**config.mk**
```make
export PLATFORM = sky130hd
export DESIGN_NAME = alu_operand_loader
export DESIGN_NICKNAME = d
export VERILOG_FILES = /design/src/rtl/alu_operand_loader.sv
export SDC_FILE = /design/constraint.sdc
export NUM_CORES = 1
export LEC_CHECK = 0
export CAP_MARGIN = 20
export CELL_PAD_IN_SITES_DETAIL_PLACEMENT = 0
export CELL_PAD_IN_SITES_GLOBAL_PLACEMENT = 2
export CORE_MARGIN = 3
export CORE_UTILIZATION = 34
export DETAILED_ROUTE_END_ITERATION = 8
export PLACE_DENSITY_LB_ADDON = 0.1
export SLEW_MARGIN = 0
export SYNTH_ARGS = -nofsm -noshare
export SYNTH_HDL_FRONTEND = slang
export SYNTH_SLANG_ARGS = --single-unit
```
**constraint.sdc**
```tcl
create_clock -name clk -period 2.9 [get_ports clk]
set_input_delay 0.58 -clock clk [delete_from_list [all_inputs] [get_ports clk]]
set_output_delay 0.58 -clock clk [all_outputs]
set_load 0.05 [all_outputs]
```
**src/rtl/alu_operand_loader.sv**
```systemverilog
// rtl/alu_operand_loader.sv - collects an A/B/OP byte frame and issues it to the ALU
//
// Purpose: gathers three stream beats (A, B, OP byte) into registered ALU operands,
// holds them stable and hands the frame to the result-capture logic over a
// valid/ready issue handshake. Aborts a frame on an inter-beat timeout or an
// out-of-range OP byte, and counts completed issues.
//
// Ports:
//   clk, rst            clock, asynchronous active-high reset
//   in_data/in_valid    input byte stream (beat0=A, beat1=B, beat2=OP byte)
//   in_ready            a beat is accepted this cycle when in_valid is also high
//   a, b, op            registered operands / opcode to the ALU
//   out_valid/out_ready issue handshake towards the result-capture logic
//   frame_err           one-cycle pulse per aborted frame
//   issue_cnt           wrapping count of completed issues
module alu_operand_loader #(
  parameter int DATA_W  = 8,
  parameter int TIMEOUT = 16,
  parameter int CNT_W   = 8
) (
  input  logic              clk,
  input  logic              rst,
  input  logic [DATA_W-1:0] in_data,
  input  logic              in_valid,
  output logic              in_ready,
  output logic [DATA_W-1:0] a,
  output logic [DATA_W-1:0] b,
  output logic [1:0]        op,
  output logic              out_valid,
  input  logic              out_ready,
  output logic              frame_err,
  output logic [CNT_W-1:0]  issue_cnt
);

  localparam int GAP_W = (TIMEOUT > 0) ? $clog2(TIMEOUT + 1) : 1;
  localparam logic [GAP_W-1:0] GAP_MAX = GAP_W'(TIMEOUT);

  typedef enum logic [1:0] {GET_A, GET_B, GET_OP, ISSUE} state_t;

  state_t           state, state_n;
  logic [GAP_W-1:0] gap, gap_n;
  logic             accept, op_ok, expired;
  logic             load_a, load_b, load_op, err_n;

  // in_ready depends on state (and reset) only, never on in_valid.
  assign in_ready  = ~rst & (state != ISSUE);
  assign out_valid = (state == ISSUE);
  assign accept    = in_valid & in_ready;
  assign op_ok     = (in_data[DATA_W-1:2] == '0);
  assign expired   = (TIMEOUT > 0) && (gap == GAP_MAX);

  always_ff @(posedge clk or posedge rst) begin
    if (rst) begin
      state     <= GET_A;
      gap       <= '0;
      a         <= '0;
      b         <= '0;
      op        <= '0;
      frame_err <= 1'b0;
      issue_cnt <= '0;
    end else begin
      state     <= state_n;
      gap       <= gap_n;
      frame_err <= err_n;
      if (load_a)  a  <= in_data;
      if (load_b)  b  <= in_data;
      if (load_op) op <= in_data[1:0];
      if (out_valid && out_ready) issue_cnt <= issue_cnt + 1'b1;
    end
  end

  // Gap counter defaults to zero, so it is cleared on every accept and in
  // GET_A / ISSUE; it only counts idle edges inside a frame. An accept on the
  // expiry edge takes priority over the timeout.
  always_comb begin
    state_n = state;
    gap_n   = '0;
    err_n   = 1'b0;
    load_a  = 1'b0;
    load_b  = 1'b0;
    load_op = 1'b0;
    case (state)
      GET_A: begin
        if (accept) begin
          load_a  = 1'b1;
          state_n = GET_B;
        end
      end
      GET_B: begin
        if (accept) begin
          load_b  = 1'b1;
          state_n = GET_OP;
        end else if (expired) begin
          err_n   = 1'b1;
          state_n = GET_A;
        end else if (TIMEOUT > 0) begin
          gap_n = gap + 1'b1;
        end
      end
      GET_OP: begin
        if (accept) begin
          if (op_ok) begin
            load_op = 1'b1;
            state_n = ISSUE;
          end else begin
            err_n   = 1'b1;
            state_n = GET_A;
          end
        end else if (expired) begin
          err_n   = 1'b1;
          state_n = GET_A;
        end else if (TIMEOUT > 0) begin
          gap_n = gap + 1'b1;
        end
      end
      ISSUE: begin
        if (out_ready) state_n = GET_A;
      end
      default: state_n = GET_A;
    endcase
  end

endmodule

```
======== After elaboration in Yosys (flattened, before gate mapping) ========
Index checks and enable logic that the tools add are counted.
word-level totals
  logic and storage cells ................. 45
  register bits ........................... 34
  output and inout bits ................... 29
cells by class
  add/subtract/negate cells ............... 2
  reductions and logical operators ........ 5
  muxes and demuxes ....................... 21
  bitwise gates (word level) .............. 3
  equal/unequal tests ..................... 7
operator list
  cell                                                    count
  two-way mux 5 bit                                       3
  two-way mux 2 bit                                       6
  two-way mux 1 bit                                       10
  adder 8 x 1 -> 8 bit (second input constant)            1
  case mux 2 bit (4 select lines)                         1
  zero test 6 bit                                         1
  adder 5 x 1 -> 5 bit (second input constant)            1
  == test 5 bit (second input constant)                   1
  == test 2 bit (second input constant)                   2
  inequality test 2 bit (second input constant)           2
  AND 1 bit                                               2
  == test 2 x 1 -> 1 bit (second input constant)          1
  zero test 2 bit                                         1
  inequality test 2 x 1 -> 1 bit (second input constant)  1
  case mux 1 bit (2 select lines)                         1
  AND reduction 2 bit                                     1
  OR reduction 2 bit                                      1
  logical AND 1 bit                                       1
  NOT 1 bit                                               1

======== Logic depth before layout (Yosys ltp) ========
Gate-level depths: netlist of the first run.
  depth after elaboration ................. 5
  depth in mapped cells ................... 6
  depth with buffers taken out ............ 6

======== Worst setup path before layout of the first run ========
No wires, ideal clock.
  path type ............................... flip-flop to output port
  start ................................... reg state[0]
  end ..................................... out in_ready
  cell stages (with the launch flop) ...... 3
  arrival time ............................ 1.588 ns
  required time ........................... 2.320 ns
  slack ................................... 0.732 ns
  path buffers ............................ 0
  cell sequence ........................... dfrtp_1 ha_1 nor2_1
between the ends
  word-level cells in the longest chain between the ends .. 2
RTL lines
  item                    line  RTL
  from (decl)             40    state_t state, state_n;
  from (signal assigned)  62    state <= state_n;
  inequality test 2 bit   46    assign in_ready = ~rst & (state != ISSUE);
  AND 1 bit               46
  to (decl)               25    output logic in_ready,
Every way passes these cells.

======== Worst setup path in the final report of the first run ========
  start ................................... reg state[1]
  end ..................................... out out_valid
between the ends
  word-level cells in the longest chain between the ends .. 1
RTL lines
  item           line  RTL
  == test 2 bit  47    assign out_valid = (state == ISSUE);
  to (decl)      29    output logic out_valid,
Every way passes these cells.

==> impl_metrics.env, run 1 <==
export IMPL_synth_adder_area_share_pct=6.36
export IMPL_place_gp_congestion=0.746
export IMPL_synthSimpleGateAreaFrac_pct=14.8
export IMPL_crit_path_end_kind="output pin"
export IMPL_cts_inserted_buffers=5
export IMPL_finalCriticalPeriod_ns=2.44
export IMPL_routed_via_count=1046
export IMPL_drtIter0Drc=24
export IMPL_p_total_mw=2.36
export IMPL_synth_xor_area_share_pct=5.57
export IMPL_drtPass1Iterations=2
export IMPL_p_leak_nw=0.932
export IMPL_synth_area_top_cells="dfrtp_1, mux2_2, ha_1, xnor2_1, xor2_1"
export IMPL_reg2reg_slack_ns=0.93
export IMPL_drt_wirelength_per_cell_um=14.6
export IMPL_die_h_um=74.0
export IMPL_clock_latency_ns=0.28
export IMPL_cts_tree="done"
export IMPL_drive_above_1_share_pct=20.1
export IMPL_final_nets=188
export IMPL_die_w_um=74.0
export IMPL_initial_core_util_pct=35.6
export IMPL_clock_path_buffers=2
export IMPL_core_sq_um=4410
export IMPL_seq_area_sq_um=851
export IMPL_cts_root_buf="clkbuf_8"
export IMPL_reg2reg_to="b[5]"
export IMPL_fill_cells=403
export IMPL_synth_warnings=0
export IMPL_synth_compound_area_share_pct=3.66
export IMPL_ys_types=27
export IMPL_cts_setup_buffers=0
export IMPL_vdd_ir_drop_max_uv=638
export IMPL_clock_sinks=34
export IMPL_syn_area_sq_um=1570
export IMPL_yosysSeqAreaShare_pct=54.1
export IMPL_ctsResizeCount=0
export IMPL_hold_class="reg2reg"
export IMPL_die_area_sq_um=5480
export IMPL_path_cells="ha_1 -> clkdlybuf4s50_1"
export IMPL_crit_path_end="out_valid"
export IMPL_worstPathRequired_ns=2.32
export IMPL_grt_pass1_wl_um=5280
export IMPL_port_buffers=40
export IMPL_path_max_fanout=7
export IMPL_status="finished, final reports clean"
export IMPL_remaining_drc_errors=0
export IMPL_synth_fp_nets=141
export IMPL_crit_type="reg2out"
export IMPL_overflow=0
export IMPL_num_antenna_cells=0
export IMPL_grt_max_degree=19
export IMPL_finalMaxSlewViolations=0
export IMPL_synth_top_family_by_area="simple AND/OR/NAND/NOR gates"
export IMPL_hold_viol_final=0
export IMPL_rsz0062_at_grt="false"
export IMPL_yosysTopAreaCell="dfrtp_1"
export IMPL_r2r_cells=4
export IMPL_multi_input_area_sq_um=692
export IMPL_powerDensity_nw_per_um2=1100
export IMPL_place_area_sq_um=2050
export IMPL_tns_ns=0
export IMPL_synth_seq_cells=34
export IMPL_synth_top_area_share_pct=54.1
export IMPL_areaGrowthSynthToFinish_pct=36.0
export IMPL_worstMarginPinSlew_ns=0.701
export IMPL_avgSynthCellArea_sq_um=13.0
export IMPL_fin_skew_ns=0.00466
export IMPL_r2r_start="state[0]"
export IMPL_fp_row_count=24
export IMPL_track_usage_pct=13.1
export IMPL_vias_per_cell=4.73
export IMPL_clk_pin_slew_ns=0.07
export IMPL_maxSlewHeadroom_pct=53.2
export IMPL_synthMuxAreaShare_pct=13.6
export IMPL_cp_startpoint="state[1]"
export IMPL_grt_pass1_vias=1103
export IMPL_dp_hpwl_um=2420
export IMPL_setup_viol=0
export IMPL_io_pins=41
export IMPL_fin_crit_sh_pct=84.0
export IMPL_arrival_ns=1.86
export IMPL_cts_htree_levels=2
export IMPL_max_cap_violations=0
export IMPL_cp_slowest_cell="clkdlybuf4s50_1"
export IMPL_syn_instance_count=121
export IMPL_hold_worst_slack_ns=0.472
export IMPL_final_antenna_net_count=0
export IMPL_start_kind="register"
export IMPL_slowest_delay_ns=0.86
export IMPL_antenna_found_initial=0
export IMPL_ctsHoldBuffers=0
export IMPL_postLayoutCellArea_sq_um=2140
export IMPL_fmax_ghz=0.411
export IMPL_routed_wl_um=3220
export IMPL_utilization_pct=48.5
## cell type report
class                      instances  area share [%]
sequential                        34            39.8
timing repair buffer              41            19.5
tap                               52            3.04
multi-input combinational         80            32.3
clock inverter                     1           0.234
inverter                           6            1.05
clock buffer                       7            4.04
## Yosys cell counts, drive strengths merged
master / n
o22ai: 1
nor2b: 2
ha: 8
nand4bb: 1
inv: 6
a31oi: 2
nor3: 2
buf: 1
mux2: 19
a21oi: 3
or2b: 1
and2: 1
nand3: 7
and3: 1
nand2: 4
o22a: 1
xnor2: 5
nand4: 1
nor4: 1
xor2: 5
dfrtp: 34
nor3b: 2
or3b: 1
nor2: 12
## routing by layer
layer | vias up | share of wire (%) | track usage [%]
met4 | 0 | 1.7 | 6.84
met1 | 503 | 44 | 16.7
met2 | 29 | 48 | 19.8
met5 | - | 0 | 0
met3 | 6 | 6.0 | 4.46
li1 | 508 | - | -
## worst min-delay path by stage
stage / start / to / slack [ns] / depth (start not counted)
2_1_floorplan: gap[0] / gap[0] / 0.45 / 1
3_3_place_gp: issue_cnt[7] / issue_cnt[7] / 0.46 / 1
3_5_place_dp: issue_cnt[7] / issue_cnt[7] / 0.46 / 1
4_1_cts: issue_cnt[7] / issue_cnt[7] / 0.48 / 1
5_1_grt: issue_cnt[7] / issue_cnt[7] / 0.49 / 1
6_report: issue_cnt[7] / issue_cnt[7] / 0.47 / 1
## cell usage in the layout, fill, tap and decap left out, types with 2 or more instances in the layout
cell             netlist  routed
a21oi_1                3       3
clkbuf_8               0       6
clkdlybuf4s50_1        0      39
dfrtp_1               34      34
ha_1                   8       8
inv_1                  6       6
mux2_2                19      19
nand2_1                4       4
nand3_1                7       7
nor2_1                11      11
nor2b_1                2       2
nor3_1                 2       2
xnor2_1                5       5
xor2_1                 5       5
## critical path: cells and delay by family, from the launching register on
kind	cells	cell delay [ns]
DFF	1	0.38
adders and majority gates	1	0.33
buffers and inverters	1	0.86
## flip-flops by register name, summed over array words and instances (netlist names)
name	cells
gap	5
b	8
issue_cnt	8
op	2
state	2
a	8
frame_err	1
## power by group
part | internal [mW] | switching (mW)
clock network | 0.191 | 0.167
registers | 0.637 | 0.108
logic | 0.468 | 0.784
## per-stage QoR
step | instances | setup slack (ns)
floorplan | 121 | 0.732
global placement | 213 | 0.609
detailed placement | 213 | 0.553
CTS | 221 | 0.440
global route | 221 | 0.343
finish | 221 | 0.465
## logic make-up after synthesis
logic type | after synthesis
buffers and inverters | 7
and+or+nand+nor | 36
AOI/OAI and AO/OA | 7
adders and majority gates | 8
DFF | 34
muxes | 19
xor gates and xnor gates | 10
No activity file was read; power rests on OpenSTA's default activity.
==> run 2, diff against run 1 <==
- CORE_UTILIZATION: 34 -> 28
- clock period: 2.9 -> 2.24 ns (I/O delays scaled with it)
==> run 2 against run 1 <==
Critical path depth is 1 lower. Via count up 1.7%. Critical endpoint is now issue_cnt[5]. Count of clock-buffer cells in the layout did not move. Non-clock buffer count increased by 2. Largest cell class unchanged. Clock power up 28%.
==> impl_metrics.env, run 2 (same netlist as run 1, synthesis figures left out) <==
export IMPL_r2r_start="state[0]"
export IMPL_whs_path_depth=1
export IMPL_clk_pin_slew_ns=0.06
export IMPL_fin_crit_sh_pct=87.4
export IMPL_routed_wl_met2_um=1560
export IMPL_top_layer_used="met4"
export IMPL_rsz0062_at_grt="false"
export IMPL_dp_hpwl_um=2440
export IMPL_final_cell_mix="clkdlybuf4s50_1, dfrtp_1, mux2_2"
export IMPL_cts_tree="done"
export IMPL_status="finished, final reports clean"
export IMPL_port_buffers=40
export IMPL_routed_wl_um=3270
export IMPL_antenna_found_initial=0
export IMPL_final_common_cell="clkdlybuf4s50_1"
export IMPL_crit_type="reg2out"
export IMPL_reg2reg_slack_ns=0.38
export IMPL_arrival_ns=1.51
export IMPL_grt_max_degree=35
export IMPL_slowest_delay_ns=0.83
export IMPL_clock_path_buffers=2
export IMPL_drtPass1Iterations=4
export IMPL_ctsResizeCount=0
export IMPL_crit_path_end_kind="output pin"
export IMPL_path_cells="clkdlybuf4s50_1"
export IMPL_min_to="issue_cnt[7]"
export IMPL_drt_wirelength_per_cell_um=13.6
export IMPL_grt_pass1_vias=1108
export IMPL_fill_cells=516
export IMPL_clock_latency_ns=0.28
export IMPL_r2r_cells=4
export IMPL_cp_slowest_cell="clkdlybuf4s50_1"
export IMPL_internal_power_mw=1.69
export IMPL_pwr_share_clk_pct=15.0
export IMPL_utilization_pct=41.3
export IMPL_dr_wl_met3_um=221
export IMPL_power_frac_seq_pct=31.4
export IMPL_seq_area_sq_um=851
export IMPL_comb_power_share_pct=53.5
export IMPL_cts_htree_levels=2
export IMPL_track_usage_pct=11.3
export IMPL_num_antenna_cells=0
export IMPL_final_antenna_net_count=0
export IMPL_remaining_drc_errors=0
export IMPL_hold_class="reg2reg"
export IMPL_tns_ns=0
export IMPL_setup_viol=0
export IMPL_start_kind="register"
export IMPL_p_leak_nw=0.944
export IMPL_p_total_mw=3.05
export IMPL_critPathTopFamily="buffers and inverters"
export IMPL_cts_setup_buffers=0
export IMPL_cts_root_buf="clkbuf_8"
export IMPL_maxSlewHeadroom_pct=65.6
export IMPL_power_switching_mw=1.36
export IMPL_drtIter0Drc=19
export IMPL_areaGrowthSynthToFinish_pct=38.3
export IMPL_powerDensity_nw_per_um2=1400
export IMPL_core_sq_um=5270
export IMPL_final_nets=190
export IMPL_fp_row_count=26
export IMPL_worstPathRequired_ns=1.79
export IMPL_vias_per_cell=4.41
export IMPL_grt_pass1_wl_um=5530
export IMPL_worstMarginPinSlew_ns=0.515
export IMPL_clock_sinks=34
export IMPL_path_max_fanout=4
export IMPL_max_cap_violations=0
export IMPL_fin_skew_ns=0.00314
export IMPL_place_gp_congestion=0.754
export IMPL_hp_start="issue_cnt[7]"
export IMPL_reg2reg_to="a[0]"
export IMPL_drive_above_1_share_pct=21.6
export IMPL_die_area_sq_um=6550
export IMPL_multi_input_area_sq_um=692
export IMPL_p_sw_share_pct=44.6
export IMPL_routed_via_count=1064
export IMPL_vdd_ir_drop_max_uv=949
export IMPL_initial_core_util_pct=29.8
export IMPL_finalCriticalPeriod_ns=1.96
export IMPL_hold_viol_final=0
export IMPL_io_pins=41
export IMPL_drt_met1_wl_um=1430
export IMPL_overflow=0
export IMPL_fmax_ghz=0.511
export IMPL_top_regs="a: 8 flops, b: 8 flops, issue_cnt: 8 flops"
export IMPL_finalMaxSlewViolations=0
export IMPL_ctsHoldBuffers=0
export IMPL_die_h_um=80.9
export IMPL_die_w_um=80.9
export IMPL_cts_inserted_buffers=5
export IMPL_crit_buf_inv=1
[run 2: cell count changes in the layout (fill, tap and decap cells not counted)]
cell,previous run,this run
buf_4,1,4
clkdlybuf4s50_1,39,38
[run 2: worst max path at each step]
stage | end | cells past startpoint | startpoint | slack (ns)
after floorplan | in_ready | 2 | state[0] | 0.20
after global placement | a[0] | 4 | rst | 0.18
after detailed placement | a[0] | 4 | rst | 0.14
after CTS | issue_cnt[5] | 1 | issue_cnt[5] | 0.25
after global routing | issue_cnt[5] | 1 | issue_cnt[5] | 0.22
final | issue_cnt[5] | 1 | issue_cnt[5] | 0.28
[run 2: cell type report]
class                      instances  area share [%]
sequential                        34            39.1
multi-input combinational         80            31.8
timing repair buffer              43            19.8
tap                               70            4.03
clock buffer                       7            3.97
inverter                           6            1.04
clock inverter                     1           0.230
[run 2: power by group through the flow]
stage / Clock (mW) / Combinational (mW) / Sequential, mW
after floorplan: 0 / 0.501 / 1.58
after global placement: 0 / 1.65 / 0.969
after detailed placement: 0 / 1.65 / 0.971
after CTS: 0.482 / 1.65 / 0.963
after global routing: 0.509 / 1.74 / 0.987
final: 0.458 / 1.63 / 0.958
[run 2: per-stage QoR]
| stage | cells | hold WS (ns) | setup WS, ns | cell area (sq um) |
|---|---|---|---|---|
| final | 241 | 0.480 | 0.282 | 2170 |
| after global placement | 233 | 0.461 | 0.177 | 2080 |
| after floorplan | 121 | 0.453 | 0.204 | 1570 |
| after detailed placement | 233 | 0.472 | 0.141 | 2080 |
| after CTS | 241 | 0.485 | 0.246 | 2170 |
| after global routing | 241 | 0.507 | 0.218 | 2170 |
[run 2: routing by layer]
layer,track usage (%),up-vias
met4,5.07,0
met2,17.0,27
met5,0,-
li1,-,512
met3,4.66,7
met1,14.2,518
==> run 3, diff against run 2 <==
--- a/config.mk
+++ b/config.mk
@@ -13,4 +13,5 @@
 export DETAILED_ROUTE_END_ITERATION = 8
 export PLACE_DENSITY_LB_ADDON = 0.1
+export REMOVE_ABC_BUFFERS = 1
 export SLEW_MARGIN = 0
 export SYNTH_ARGS = -nofsm -noshare
==> constraint.sdc (replaced) <==
create_clock -name clk -period 2.24 [get_ports clk]
set_input_delay 0.336 -clock clk [delete_from_list [all_inputs] [get_ports clk]]
set_output_delay 0.336 -clock clk [all_outputs]
set_load 0.05 [all_outputs]
==> run 3 against run 2 <==
Sequential power barely moved. Via count shrank 1.6%. Critical path type unchanged. Combinational power barely moved. Worst hold slack worse by 0.0083 ns. Clock skew up 0.0016 ns. Highest routed layer unchanged.
==> impl_metrics.env, run 3 (same netlist as run 1, synthesis figures left out) <==
export IMPL_status="finished, final reports clean"
export IMPL_max_cap_violations=0
export IMPL_path_max_fanout=4
export IMPL_drive_above_1_share_pct=21.3
export IMPL_die_h_um=80.9
export IMPL_cts_root_buf="clkbuf_8"
export IMPL_remaining_drc_errors=0
export IMPL_antenna_found_initial=0
export IMPL_cts_tree="done"
export IMPL_grt_pass1_wl_um=5450
export IMPL_tns_ns=0
export IMPL_critPathTopFamily="buffers and inverters"
export IMPL_hold_viol_final=0
export IMPL_start_kind="register"
export IMPL_cts_htree_levels=2
export IMPL_initial_core_util_pct=29.8
export IMPL_fmax_ghz=0.543
export IMPL_crit_buf_inv=1
export IMPL_powerDensity_nw_per_um2=1400
export IMPL_maxSlewHeadroom_pct=65.6
export IMPL_ctsHoldBuffers=0
export IMPL_crit_path_end_kind="output pin"
export IMPL_reg2reg_to="a[6]"
export IMPL_fp_row_count=26
export IMPL_cp_slowest_cell="clkdlybuf4s50_1"
export IMPL_top_regs="a: 8 flops, b: 8 flops, issue_cnt: 8 flops"
export IMPL_clock_latency_ns=0.28
export IMPL_worstMarginPinSlew_ns=0.514
export IMPL_worstPathRequired_ns=1.90
export IMPL_place_area_sq_um=2080
export IMPL_path_cells="clkdlybuf4s50_1"
export IMPL_vias_per_cell=4.38
export IMPL_reg2reg_slack_ns=0.40
export IMPL_final_antenna_net_count=0
export IMPL_num_antenna_cells=0
export IMPL_final_nets=190
export IMPL_io_pins=41
export IMPL_fin_crit_sh_pct=82.3
export IMPL_setup_viol=0
export IMPL_hold_class="reg2reg"
export IMPL_dp_hpwl_um=2410
export IMPL_fin_cells=239
export IMPL_hp_start="issue_cnt[7]"
export IMPL_min_to="issue_cnt[7]"
export IMPL_drtPass1Iterations=2
export IMPL_whs_path_depth=1
export IMPL_clk_pin_slew_ns=0.07
export IMPL_drt_wirelength_per_cell_um=13.6
export IMPL_r2r_cells=4
export IMPL_arrival_ns=1.51
export IMPL_place_gp_congestion=0.784
export IMPL_routed_wl_um=3250
export IMPL_areaGrowthSynthToFinish_pct=37.7
export IMPL_ctsResizeCount=0
export IMPL_track_usage_pct=11.1
export IMPL_rsz0062_at_grt="false"
export IMPL_finalCriticalPeriod_ns=1.84
export IMPL_die_w_um=80.9
export IMPL_slowest_delay_ns=0.82
export IMPL_die_area_sq_um=6550
export IMPL_grt_max_degree=35
export IMPL_r2r_start="state[0]"
export IMPL_routed_via_count=1047
export IMPL_cts_setup_buffers=0
export IMPL_grt_pass1_vias=1116
export IMPL_fin_skew_ns=0.00473
export IMPL_crit_type="reg2out"
export IMPL_core_sq_um=5270
export IMPL_dp_cells=233
export IMPL_finalMaxSlewViolations=0
export IMPL_overflow=0
export IMPL_final_cell_mix="clkdlybuf4s50_1, dfrtp_1, mux2_2"
export IMPL_port_buffers=40
export IMPL_cts_inserted_buffers=5
export IMPL_clock_sinks=34
export IMPL_drtIter0Drc=14
export IMPL_postLayoutCellArea_sq_um=2170
export IMPL_final_common_cell="clkdlybuf4s50_1"
export IMPL_vdd_ir_drop_max_uv=577
export IMPL_p_leak_nw=0.939
export IMPL_clock_path_buffers=2
-- run 3: cell types whose count changed in the layout (fill, tap and decap cells not counted), sizes merged --
cell and change:
clkinv -1, clkbuf -1
-- run 3: how the worst max path moves through the flow --
stage                      start           end  cells after the start
floorplan               state[0]          b[0]                      4
global placement             rst          a[0]                      4
detailed placement    in_data[6]         op[1]                      4
CTS                     state[0]          a[1]                      4
global route            state[0]          a[4]                      4
finish              issue_cnt[2]  issue_cnt[2]                      1
-- run 3: per-layer routing --
layer  GRT usage, %  wire (um)
met5              0          0
met4           4.05         51
met3           4.10        195
met2           17.7       1510
met1           13.7       1500
-- run 3: final cells by class --
type | count | area (sq um)
Tap cell | 70 | 87.6
Timing Repair Buffer | 43 | 430
Multi-Input combinational cell | 80 | 692
Clock buffer | 6 | 82.6
Inverter | 6 | 22.5
Sequential cell | 34 | 851
Fill cell | 505 | 3100
-- run 3: through the flow --
| step | worst slack [ns] | utilization [%] | hold WS, ns | total power [mW] |
|---|---|---|---|---|
| floorplan | 0.255 | - | 0.453 | 2.08 |
| finish | 0.397 | 41.1 | 0.471 | 3.02 |
| detailed placement | 0.257 | 39.5 | 0.462 | 2.61 |
| global route | 0.322 | 41.1 | 0.512 | 3.22 |
| global placement | 0.302 | 39.5 | 0.463 | 2.61 |
| CTS | 0.376 | 41.1 | 0.475 | 3.08 |
-- run 3: power breakdown --
| group | total [mW] | internal [mW] | switching (mW) |
|---|---|---|---|
| sequential | 0.961 | 0.825 | 0.136 |
| clock | 0.439 | 0.237 | 0.203 |
| combinational | 1.62 | 0.614 | 1.01 |
| total | 3.02 | 1.68 | 1.35 |
